<file path="src/rtl/afe_seq_pkg.sv">
// Shared state encoding and default timing parameters for the AFE LED/ADC sequencer.
package afe_seq_pkg;

    localparam int unsigned SETTLE_CYCLES_DEF = 4;
    localparam int unsigned AVG_LOG2_DEF      = 2;
    localparam int unsigned DARK_CYCLES_DEF   = 2;

    typedef enum logic [2:0] {
        StIdle,
        StRedSettle,
        StRedSample,
        StDarkA,
        StIrSettle,
        StIrSample,
        StDarkB
    } afe_state_e;

endpackage

</file>
<file path="src/rtl/afe_accum.sv">
// Sample accumulator: clears on the first sample of a phase, adds one ADC sample per cycle,
// and exposes the truncated average including the sample being added this cycle.
module afe_accum
    import afe_seq_pkg::*;
#(
    parameter int unsigned AVG_LOG2 = AVG_LOG2_DEF
) (
    input  logic       clk_i,
    input  logic       rst_i,
    input  logic       first_i,
    input  logic       en_i,
    input  logic [7:0] adc_i,
    output logic [7:0] avg_o
);

    localparam int unsigned AccW = 8 + AVG_LOG2;

    logic [AccW-1:0] acc_q, acc_d;
    logic [AccW-1:0] sum;

    always_comb begin
        sum   = (first_i ? '0 : acc_q) + AccW'(adc_i);
        acc_d = en_i ? sum : acc_q;
        avg_o = 8'(sum >> AVG_LOG2);
    end

    always_ff @(posedge clk_i) begin
        if (rst_i) begin
            acc_q <= '0;
        end else begin
            acc_q <= acc_d;
        end
    end

endmodule

</file>
<file path="src/rtl/afe_sequencer.sv">
// Alternates RED and IR LED phases, settles the AFE, averages ADC samples per phase and
// offers each average on a valid/ready output with a sticky overrun flag.
module afe_sequencer
    import afe_seq_pkg::*;
#(
    parameter int unsigned SETTLE_CYCLES = SETTLE_CYCLES_DEF,
    parameter int unsigned AVG_LOG2      = AVG_LOG2_DEF,
    parameter int unsigned DARK_CYCLES   = DARK_CYCLES_DEF
) (
    input  logic       CLK,
    input  logic       rst,
    input  logic       start,
    input  logic       stop,
    input  logic [6:0] RED_DC_Comp,
    input  logic [3:0] RED_PGA,
    input  logic [6:0] IR_DC_Comp,
    input  logic [3:0] IR_PGA,
    input  logic [7:0] ADC,
    input  logic       out_ready,
    output logic       LED_RED,
    output logic       LED_IR,
    output logic [6:0] DC_Comp,
    output logic [3:0] PGA_Gain,
    output logic       out_valid,
    output logic       out_is_ir,
    output logic [7:0] out_data,
    output logic       overrun,
    output logic       busy
);

    localparam int unsigned Samples = 1 << AVG_LOG2;

    afe_state_e  state_q, state_d;
    logic [15:0] cnt_q, cnt_d;
    logic [15:0] phase_len;
    logic        stop_pend_q, stop_pend_d;
    logic        last_cyc;
    logic        sampling, first_sample, result_done;
    logic [7:0]  avg;

    logic       led_red_q, led_red_d;
    logic       led_ir_q, led_ir_d;
    logic [6:0] dc_q, dc_d;
    logic [3:0] pga_q, pga_d;
    logic       valid_q, valid_d;
    logic       is_ir_q, is_ir_d;
    logic [7:0] data_q, data_d;
    logic       overrun_q, overrun_d;
    logic       busy_q, busy_d;

    always_comb begin
        unique case (state_q)
            StRedSettle, StIrSettle: phase_len = 16'(SETTLE_CYCLES);
            StRedSample, StIrSample: phase_len = 16'(Samples);
            StDarkA, StDarkB:        phase_len = 16'(DARK_CYCLES);
            default:                 phase_len = 16'd1;
        endcase
        last_cyc     = (state_q != StIdle) && (cnt_q == phase_len - 16'd1);
        sampling     = (state_q == StRedSample) || (state_q == StIrSample);
        first_sample = sampling && (cnt_q == 16'd0);
        result_done  = sampling && last_cyc;
    end

    always_comb begin
        state_d     = state_q;
        cnt_d       = last_cyc ? 16'd0 : cnt_q + 16'd1;
        stop_pend_d = stop_pend_q;

        unique case (state_q)
            StIdle: begin
                cnt_d = 16'd0;
                if (start) state_d = StRedSettle;
            end
            StRedSettle: if (last_cyc) state_d = StRedSample;
            StRedSample: if (last_cyc) state_d = StDarkA;
            StDarkA:     if (last_cyc) state_d = (stop_pend_q || stop) ? StIdle : StIrSettle;
            StIrSettle:  if (last_cyc) state_d = StIrSample;
            StIrSample:  if (last_cyc) state_d = StDarkB;
            StDarkB:     if (last_cyc) state_d = (stop_pend_q || stop) ? StIdle : StRedSettle;
            default:     state_d = StIdle;
        endcase

        if (state_q != StIdle && stop) stop_pend_d = 1'b1;
        if (state_d == StIdle) stop_pend_d = 1'b0;
    end

    // Output registers are loaded from next-state so they line up with state_q.
    always_comb begin
        led_red_d = (state_d == StRedSettle) || (state_d == StRedSample);
        led_ir_d  = (state_d == StIrSettle) || (state_d == StIrSample);
        busy_d    = (state_d != StIdle);

        dc_d  = dc_q;
        pga_d = pga_q;
        if (state_d == StRedSettle && state_q != StRedSettle) begin
            dc_d  = RED_DC_Comp;
            pga_d = RED_PGA;
        end else if (state_d == StIrSettle && state_q != StIrSettle) begin
            dc_d  = IR_DC_Comp;
            pga_d = IR_PGA;
        end

        valid_d   = valid_q;
        is_ir_d   = is_ir_q;
        data_d    = data_q;
        overrun_d = overrun_q;
        if (result_done) begin
            if (!valid_q || out_ready) begin
                valid_d = 1'b1;
                data_d  = avg;
                is_ir_d = (state_q == StIrSample);
            end else begin
                overrun_d = 1'b1;
            end
        end else if (valid_q && out_ready) begin
            valid_d = 1'b0;
        end
    end

    always_ff @(posedge CLK) begin
        if (rst) begin
            state_q     <= StIdle;
            cnt_q       <= 16'd0;
            stop_pend_q <= 1'b0;
            led_red_q   <= 1'b0;
            led_ir_q    <= 1'b0;
            dc_q        <= 7'd0;
            pga_q       <= 4'd0;
            valid_q     <= 1'b0;
            is_ir_q     <= 1'b0;
            data_q      <= 8'd0;
            overrun_q   <= 1'b0;
            busy_q      <= 1'b0;
        end else begin
            state_q     <= state_d;
            cnt_q       <= cnt_d;
            stop_pend_q <= stop_pend_d;
            led_red_q   <= led_red_d;
            led_ir_q    <= led_ir_d;
            dc_q        <= dc_d;
            pga_q       <= pga_d;
            valid_q     <= valid_d;
            is_ir_q     <= is_ir_d;
            data_q      <= data_d;
            overrun_q   <= overrun_d;
            busy_q      <= busy_d;
        end
    end

    afe_accum #(
        .AVG_LOG2(AVG_LOG2)
    ) u_accum (
        .clk_i  (CLK),
        .rst_i  (rst),
        .first_i(first_sample),
        .en_i   (sampling),
        .adc_i  (ADC),
        .avg_o  (avg)
    );

    assign LED_RED   = led_red_q;
    assign LED_IR    = led_ir_q;
    assign DC_Comp   = dc_q;
    assign PGA_Gain  = pga_q;
    assign out_valid = valid_q;
    assign out_is_ir = is_ir_q;
    assign out_data  = data_q;
    assign overrun   = overrun_q;
    assign busy      = busy_q;

endmodule
</file>
<file path="config.mk">
export PLATFORM = sky130hd
export DESIGN_NAME = afe_sequencer
export DESIGN_NICKNAME = d
export VERILOG_FILES = /design/src/rtl/afe_seq_pkg.sv /design/src/rtl/afe_accum.sv /design/src/rtl/afe_sequencer.sv
export SDC_FILE = /design/constraint.sdc
export NUM_CORES = 1
export LEC_CHECK = 0
export CORE_MARGIN = 4
export CORE_UTILIZATION = 40
export DETAILED_ROUTE_END_ITERATION = 8
export PLACE_DENSITY_LB_ADDON = 0.05
export SLEW_MARGIN = 5
export SYNTH_ARGS = -nofsm -noshare
export SYNTH_HDL_FRONTEND = slang
export SYNTH_SLANG_ARGS = --single-unit
</file>
<file path="constraint.sdc">
create_clock -name CLK -period 8.2 [get_ports CLK]
set_input_delay 1.64 -clock CLK [delete_from_list [all_inputs] [get_ports CLK]]
set_output_delay 1.64 -clock CLK [all_outputs]
set_load 0.05 [all_outputs]
</file>
==> results of run 1 <==
[logic make-up (layout without fill, tap and decap cells)]
family | count (synthesis) | after routing | synth area share (%)
and+or+nand+nor | 144 | 144 | 25.4
buffers and inverters | 28 | 80 | 4.06
xor gates and xnor gates | 20 | 20 | 6.11
adders and majority gates | 11 | 11 | 5.07
muxes | 8 | 8 | 2.84
DFF | 55 | 55 | 38.4
AOI/OAI and AO/OA | 71 | 71 | 18.1
[Yosys cell counts (2+ instances only)]
| library cell | count | area (µm²) |
|---|---|---|
| a211oi_1 | 3 | 22.5 |
| a21o_1 | 3 | 22.5 |
| a21oi_1 | 17 | 85.1 |
| a221o_1 | 11 | 110 |
| a31oi_1 | 2 | 12.5 |
| a41oi_1 | 2 | 17.5 |
| and2_1 | 19 | 119 |
| and3_1 | 6 | 37.5 |
| and4_1 | 2 | 17.5 |
| buf_2 | 5 | 25.0 |
| clkbuf_1 | 9 | 33.8 |
| dfxtp_1 | 55 | 1100 |
| ha_1 | 10 | 125 |
| inv_1 | 10 | 37.5 |
| mux2i_1 | 7 | 70.1 |
| nand2_1 | 28 | 105 |
| nand2b_1 | 3 | 18.8 |
| nand3_1 | 14 | 70.1 |
| nand4_1 | 4 | 25.0 |
| nor2_1 | 40 | 150 |
| nor2b_1 | 3 | 18.8 |
| nor3_1 | 6 | 30.0 |
| nor4_1 | 5 | 31.3 |
| o21a_1 | 3 | 22.5 |
| o21ai_0 | 9 | 45.0 |
| o21ai_1 | 2 | 10.0 |
| o31a_1 | 2 | 17.5 |
| o31ai_1 | 3 | 22.5 |
| or3_1 | 6 | 37.5 |
| xnor2_1 | 8 | 70.1 |
| xor2_1 | 12 | 105 |
[cell type report]
type	instances	area, µm²	area share (%)
inverter	11	41.3	1.14
clock buffer	5	68.8	1.90
multi-input combinational	254	1650	45.4
clock inverter	3	43.8	1.21
tap	96	120	3.31
sequential	55	1100	30.3
timing repair buffer	61	606	16.7
[cell usage in the layout (no fill, tap or decap), types with 2 or more instances in the layout]
cell type and count:
xor2_1 12, nor3_1 6, a41oi_1 2, o31ai_1 3, nand2_1 28, o21ai_1 2
mux2i_1 7, a221o_1 11, and4_1 2, clkdlybuf4s50_1 59, o21ai_0 9, a211oi_1 3
o21a_1 3, nor4_1 5, inv_1 10, nor2_1 40, nand2b_1 3, a31oi_1 2
nand4_1 4, xnor2_1 8, nor2b_1 3, buf_4 2, ha_1 10, or3_1 6
and2_1 19, and3_1 6, a21o_1 3, clkbuf_8 5, dfxtp_1 55, a21oi_1 17
nand3_1 14, o31a_1 2
[registers in the layout (all words and copies together) (netlist names)]
name           count
DC_Comp            7
LED_IR             1
LED_RED            1
PGA_Gain           4
busy               1
cnt_q             16
out_data           8
out_is_ir          1
out_valid          1
overrun            1
state_q            3
stop_pend_q        1
u_accum.acc_q     10
[path summary, 6_finish.rpt]
kind	from	endpoint	slack, ns	cells after the start
hold reg to reg	u_accum.acc_q[0]	u_accum.acc_q[0]	0.45	2
setup reg to reg	state_q[0]	out_data[7]	4.31	12
hold / removal	u_accum.acc_q[0]	u_accum.acc_q[0]	0.45	2
setup / recovery	state_q[0]	out_data[7]	4.31	12
[layer usage]
| metal | global-route usage (%) | part of all wire [%] | up-vias |
|---|---|---|---|
| met5 | 0 | 0 | - |
| met4 | 4.03 | 0.82 | 0 |
| met3 | 3.33 | 4.8 | 4 |
| met2 | 25.3 | 47 | 43 |
| met1 | 21.0 | 47 | 1154 |
| li1 | - | - | 1305 |
[power by group through the flow]
stage | sequential [W] | combinational [W] | clock, W
floorplan | 0.000301 | 0.0000325 | 0
global placement | 0.000286 | 0.0000800 | 0
detailed placement | 0.000286 | 0.0000804 | 0
CTS | 0.000280 | 0.0000808 | 0.000192
global route | 0.000281 | 0.0000860 | 0.000202
finish | 0.000280 | 0.0000800 | 0.000182
[critical path, cell delays in order (launching register included)]
cell,delay [ns]
dfxtp_1,0.69
and3b_1,0.30
a21o_1,0.38
nand3_1,0.41
nand2_1,0.24
inv_1,0.06
ha_1,0.28
a211o_1,0.33
a211oi_1,0.29
nor2_1,0.11
a41oi_1,0.36
xor2_1,0.12
o41ai_1,0.22
[stage by stage]
| stage | util (%) | setup WS, ns |
|---|---|---|
| after floorplan | - | 4.93 |
| after global placement | 51.2 | 4.05 |
| after detailed placement | 51.2 | 4.02 |
| after CTS | 52.8 | 4.24 |
| after global routing | 52.8 | 3.82 |
| final | 52.8 | 4.31 |
==> flow_summary.ini, run 1 <==
[power_and_ir_drop]
share_comb_of_total_power_pct = 14.8
switching_share_pct = 25.9
seqPwrFrac_pct = 51.6
p_leak_nw = 1.39
power_w = 0.000542
powerDensity_mw_per_mm2 = 149
internal-power_w = 0.000402
power.switching_w = 0.000140
ir_drop_mv = 0.101
pwr-share-clk_pct = 33.6

[logic_synthesis]
ys_types = 59
syn_nets = 383
synth_flop_cell = dfxtp_1
synth_warnings = 0
async_reset_ff_share_pct = 0
avgSynthCellArea_um2 = 8.50
yosysSeqAreaShare_pct = 38.4
synth_seq_cells = 55
synthesis.area_mm2 = 0.00287
syn_inst = 337
synth-edff-count = 0

[drt]
drt_iter0_drc = 118
wire_per_inst_um = 13.6
drtPass1Iterations = 4
num_vias = 2506
wl_um = 6580
drc = 0
avgViaCountPerCell = 5.17
ant_nets = 0

[clock_tree]
clk_path_buf_depth = 2
clk_latency_ns = 0.31
cts_buffers = 5
holdBufCountCts = 0
clk_pin_slew_ns = 0.10
cts_setup_buffers = 0
tritoncts = done
cts_root_buf = clkbuf_8
cts_htree_levels = 2
clock-sinks = 55
post_cts_resized = 0

[worst_setup_path]
worst_setup_path_end_kind = flip-flop
start_kind = flip-flop
arrival_ns = 4.10
critPathMaxFanout = 19
critPathKind = reg -> reg
cp.required_ns = 8.41

[timing]
period_share_pct = 47.4
rsz0062_at_grt = false
tightest_slew_ns = 1.14
slew_headroom_pct = 23.2
slew_violations = 0
setup_viol = 0
holdWs_ns = 0.450
hold_viol_final = 0
skew_ns = 0.0106
tns_ns = 0
min_period_ns = 3.89
max_freq_mhz = 257

[job]
drv_cap = 0

[floorplan]
die_y_um = 92.6
core_mm2 = 0.00687
dieArea_mm2 = 0.00858
core.rowCount = 30
io_pins = 60
initial_core_util_pct = 41.7
die_w_um = 92.6

[layout]
drive_above_1_share_pct = 4.37
nNetsFinal = 434
filler_cell_count = 686
stdcell_count = 485
design_area_mm2 = 0.00363
antennaDiodeCount = 0
area_growth_pct = 26.6

[grt]
grt_pass1_vias = 2286
grt_first_pass_wirelength_um = 10900
grt_max_degree = 28
grt_use_total_pct = 15.5
antenna_found_initial = 0
overflow = 0

[placement]
portBuffers = 59
placed_cells = 477
placed_cell_area_mm2 = 0.00352
place.gp.congestion = 0.766
hpwl_um = 4850

[hold_path]
hp-class = reg -> reg

[status]
outcome = completed
Power figures use the tool's default switching activity.
==> inputs of run 2 (changes only) <==
clock period = 3.1 ns   (was 8.2 ns; I/O delays follow)
==> flow_summary.ini, run 2 (same netlist as run 1, synthesis figures left out) <==
[status]
outcome = completed

[worst_setup_path]
r2r_slack_ns = 0.16
r2r-start = cnt_q[11]
endpoint = out_data[6]
start_kind = flip-flop
arrival_ns = 3.20
cp.required_ns = 3.35
critPathMaxFanout = 6
critPathKind = reg -> reg
worst_setup_path_end_kind = flip-flop
reg2reg_depth = 14
critical_path.startpoint = cnt_q[11]
rr_endpoint = out_data[6]

[clock_tree]
cts_root_buf = clkbuf_8
holdBufCountCts = 0
clk_latency_ns = 0.31
clk_pin_slew_ns = 0.11
cts_buffers = 5
tritoncts = done
cts_htree_levels = 2
cts_setup_buffers = 0
clock-sinks = 55
clk_path_buf_depth = 2

[floorplan]
dieArea_mm2 = 0.00858
die_w_um = 92.6
io_pins = 60
core.rowCount = 30
initial_core_util_pct = 41.7
core_mm2 = 0.00687
die_y_um = 92.6

[timing]
max_freq_mhz = 340
tightest_slew_ns = 1.08
skew_ns = 0.0102
min_period_ns = 2.94
setup_slack_ns = 0.155
slew_violations = 0
hold_viol_final = 0
setup_viol = 0
slew_headroom_pct = 27.5
period_share_pct = 95.0

[drt]
avgViaCountPerCell = 5.05
routed-wl-met3_um = 227
num_vias = 2644
wire_per_inst_um = 13.5
topRoutingLayerUsed = met4
route.met2.wl_um = 3340
drc = 0
ant_nets = 0
met1Wirelength_um = 3440
wl_um = 7090
drt_iter0_drc = 78
drtPass1Iterations = 4

[layout]
antennaDiodeCount = 0
final_common_cell = clkdlybuf4s50_1
largest_reg_flops = 16
drive_above_1_share_pct = 16.1
stdcell_count = 524
area_growth_pct = 39.4
nNetsFinal = 474
regMostFlops = cnt_q
layout_common_cells = clkdlybuf4s50_1 (59), dfxtp_1 (55), buf_4 (42)

[hold_path]
hp-class = reg -> reg
whs_path_depth = 2

[placement]
place.gp.congestion = 0.804
place_ws_ns = -0.132
hpwl_um = 5270
portBuffers = 59
placed_cells = 517

[grt]
grt_pass1_vias = 2469
antenna_found_initial = 0
overflow = 0
grt_first_pass_wirelength_um = 11900
grt_use_total_pct = 16.9
grt_max_degree = 22

[power_and_ir_drop]
ir_drop_mv = 0.296
power_w = 0.00145
p_leak_nw = 1.59
powerDensity_mw_per_mm2 = 363

[job]
drv_cap = 0
-- run 2: area by class of cell --
cell class,count,area (µm²)
Clock buffer,5,68.8
Clock inverter,2,37.5
Fill cell,635,2880
Inverter,11,41.3
Multi-Input combinational cell,254,1720
Sequential cell,55,1100
Tap cell,96,120
Timing Repair Buffer,101,906
-- run 2: timing repair --
action                                 in CTS  in global routing
resized for setup                           2                 14
endpoints found under the hold margin       0                  0
pin swaps                                   0                  1
setup endpoints to repair                   5                  9
-- run 2: per-stage QoR --
step / instance area, µm² / setup TNS, ns / hold slack, ns / utilization, %
finish: 3990 / 0 / 0.454 / 58.1
global placement: 3820 / -0.000535 / 0.440 / 55.6
global route: 3990 / -0.205 / 0.474 / 58.1
CTS: 3940 / 0 / 0.454 / 57.3
detailed placement: 3820 / -0.202 / 0.439 / 55.6
floorplan: 2870 / 0 / 0.427 / -
-- run 2: per-layer routing --
layer  global-route usage, %  vias up
li1                        -     1382
met1                    22.9     1218
met2                    27.6       34
met3                    3.25       10
met4                    4.27        0
met5                       0        -
-- run 2: worst min-delay path by stage --
stage                       end  slack [ns]        startpoint
2_1_floorplan  u_accum.acc_q[0]        0.43  u_accum.acc_q[0]
3_3_place_gp   u_accum.acc_q[5]        0.44  u_accum.acc_q[5]
3_5_place_dp   u_accum.acc_q[4]        0.44  u_accum.acc_q[4]
4_1_cts        u_accum.acc_q[4]        0.45  u_accum.acc_q[4]
5_1_grt        u_accum.acc_q[0]        0.47  u_accum.acc_q[0]
6_report       u_accum.acc_q[0]        0.45  u_accum.acc_q[0]
-- run 2: report_power, final --
group | switching (W) | internal (W)
Clock | 0.000242 | 0.000237
Sequential | 0.0000100 | 0.000724
Combinational | 0.000125 | 0.000111
Total | 0.000377 | 0.00107
-- run 2: worst max-delay path: stages, from the launching register on --
cell       delay, ns
dfxtp_1         0.34
nor4_2          0.27
buf_4           0.16
and4_2          0.25
nand3_4         0.12
and2_1          0.18
ha_1            0.21
inv_1           0.08
fa_2            0.19
nor2b_1         0.07
o2111ai_2       0.21
nand3_1         0.13
and4_1          0.20
or3_1           0.35
a21oi_2         0.13
==> inputs of run 3 (changes only) <==
PLACE_DENSITY = 0.79   (was not set)
PLACE_DENSITY_LB_ADDON = not set   (was 0.05)
==> flow_summary.ini, run 3 (same netlist as run 1, synthesis figures left out) <==
[timing]
holdWs_ns = 0.452
tightest_slew_ns = 1.03
min_period_ns = 2.89
hold_viol_final = 0
slew_headroom_pct = 31.2
setup_viol = 0
slew_violations = 0
period_share_pct = 93.2
skew_ns = 0.0102
max_freq_mhz = 346
setup_slack_ns = 0.209

[placement]
portBuffers = 59
place.gp.congestion = 0.853
placed_cells = 507
place_ws_ns = -0.0199
hpwl_um = 5430

[clock_tree]
cts_htree_levels = 2
clk_pin_slew_ns = 0.10
clk_latency_ns = 0.30
holdBufCountCts = 0
clk_path_buf_depth = 2
cts_root_buf = clkbuf_8
cts_buffers = 5
tritoncts = done
clock-sinks = 55

[power_and_ir_drop]
seqPwrFrac_pct = 48.3
share_comb_of_total_power_pct = 15.5
internal-power_w = 0.00116
switching_share_pct = 23.9
ir_drop_mv = 0.187
pwr-share-clk_pct = 36.2
power.switching_w = 0.000363
powerDensity_mw_per_mm2 = 385
p_leak_nw = 1.57

[floorplan]
io_pins = 60
dieArea_mm2 = 0.00858
initial_core_util_pct = 41.7
core.rowCount = 30
core_mm2 = 0.00687
die_w_um = 92.6
die_y_um = 92.6

[drt]
drc = 0
wire_per_inst_um = 14.1
drt_iter0_drc = 160
wl_um = 7290
ant_nets = 0
num_vias = 2695
drtPass1Iterations = 4
avgViaCountPerCell = 5.22

[layout]
nNetsFinal = 465
area_growth_pct = 37.7
antennaDiodeCount = 0
largest_reg_flops = 16
layout_common_cells = clkdlybuf4s50_1 (59), dfxtp_1 (55), nor2_1 (40)
stdcell_count = 516
final_common_cell = clkdlybuf4s50_1
filler_cell_count = 635
regMostFlops = cnt_q
drive_above_1_share_pct = 13.3

[grt]
grt_first_pass_wirelength_um = 12400
grt_use_total_pct = 17.3
grt_pass1_vias = 2645
overflow = 0
grt_max_degree = 19
antenna_found_initial = 0

[worst_setup_path]
arrival_ns = 3.14
reg2reg_depth = 14
path_cells = nor4_1, buf_4, and4_4, nand3_4, and2_1, ha_1, inv_1, fa_1, nor2b_1, o2111ai_2, nand3_2, and4_1, or3_1, a21oi_1
r2r-start = cnt_q[4]
cp.required_ns = 3.35
rr_endpoint = out_data[6]
critPathMaxStageDelay_ns = 0.34
critPathKind = reg -> reg
r2r_slack_ns = 0.21
critPathMaxFanout = 6
path_delay_family = simple AND/OR/NAND/NOR gates
start_kind = flip-flop
critPathBufInv = 2
worst_setup_path_end_kind = flip-flop
slowest_stage = dfxtp_1

[hold_path]
whs_path_depth = 2
hp-class = reg -> reg
hold-path-endpoint = u_accum.acc_q[4]
hold_start = u_accum.acc_q[4]

[status]
outcome = completed

[job]
drv_cap = 0
-- run 3: worst max path at each step --
stage	from	endpoint	slack (ns)	depth (start not counted)
finish	cnt_q[4]	out_data[6]	0.21	14
global route	cnt_q[4]	u_accum.acc_q[9]	-0.01	12
CTS	cnt_q[4]	out_data[7]	0.04	13
detailed placement	cnt_q[11]	out_data[7]	-0.02	12
global placement	cnt_q[7]	out_data[7]	0.08	13
floorplan	state_q[2]	out_data[7]	0.04	14
-- run 3: worst register-to-register path, cell delays in order, from the launching register on --
cell	delay [ns]
dfxtp_1	0.34
nor4_1	0.25
buf_4	0.16
and4_4	0.24
nand3_4	0.10
and2_1	0.17
ha_1	0.20
inv_1	0.08
fa_1	0.20
nor2b_1	0.08
o2111ai_2	0.22
nand3_2	0.11
and4_1	0.20
or3_1	0.33
a21oi_1	0.13
-- run 3: stage by stage --
stage          setup TNS [ns]  cell area (µm²)  utilization (%)  power (W)
4_1_cts                     0             3890             56.6    0.00153
3_3_place_gp                0             3740             54.5   0.000977
2_1_floorplan               0             2870                -   0.000881
3_5_place_dp          -0.0199             3740             54.5   0.000980
5_1_grt               -0.0323             3950             57.4    0.00158
6_report                    0             3950             57.4    0.00152
-- run 3: metal layers --
metal  share of wire [%]  track usage (%)  wire (µm)  vias to the layer above
li1                    -                -          -                     1365
met1                  43             20.9       3110                     1278
met2                  53             31.8       3870                       48
met3                 3.6             3.01        260                        4
met4                0.60             3.66         44                        0
met5                   0                0          0                        -
-- run 3: what timing repair did --
item | in CTS | in global routing
setup buffers | 0 | 1
pin swaps | 0 | 1
endpoints found under the setup margin | 1 | 7
gates resized for setup | 2 | 10
-- run 3: cell type report --
class / count / area (µm²) / area share [%]
multi-input combinational: 254 / 1710 / 43.4
sequential: 55 / 1100 / 27.9
timing repair buffer: 92 / 838 / 21.2
tap: 96 / 120 / 3.04
clock buffer: 6 / 72.6 / 1.84
clock inverter: 2 / 60.1 / 1.52
inverter: 11 / 41.3 / 1.05
-- run 3: power by group through the flow --
stage                     sequential, W  combinational, W  clock, W
after CTS                      0.000734          0.000232  0.000566
after global routing           0.000736          0.000252  0.000594
after detailed placement       0.000750          0.000230         0
after global placement         0.000749          0.000228         0
after floorplan                0.000795         0.0000859         0
final                          0.000733          0.000235  0.000551
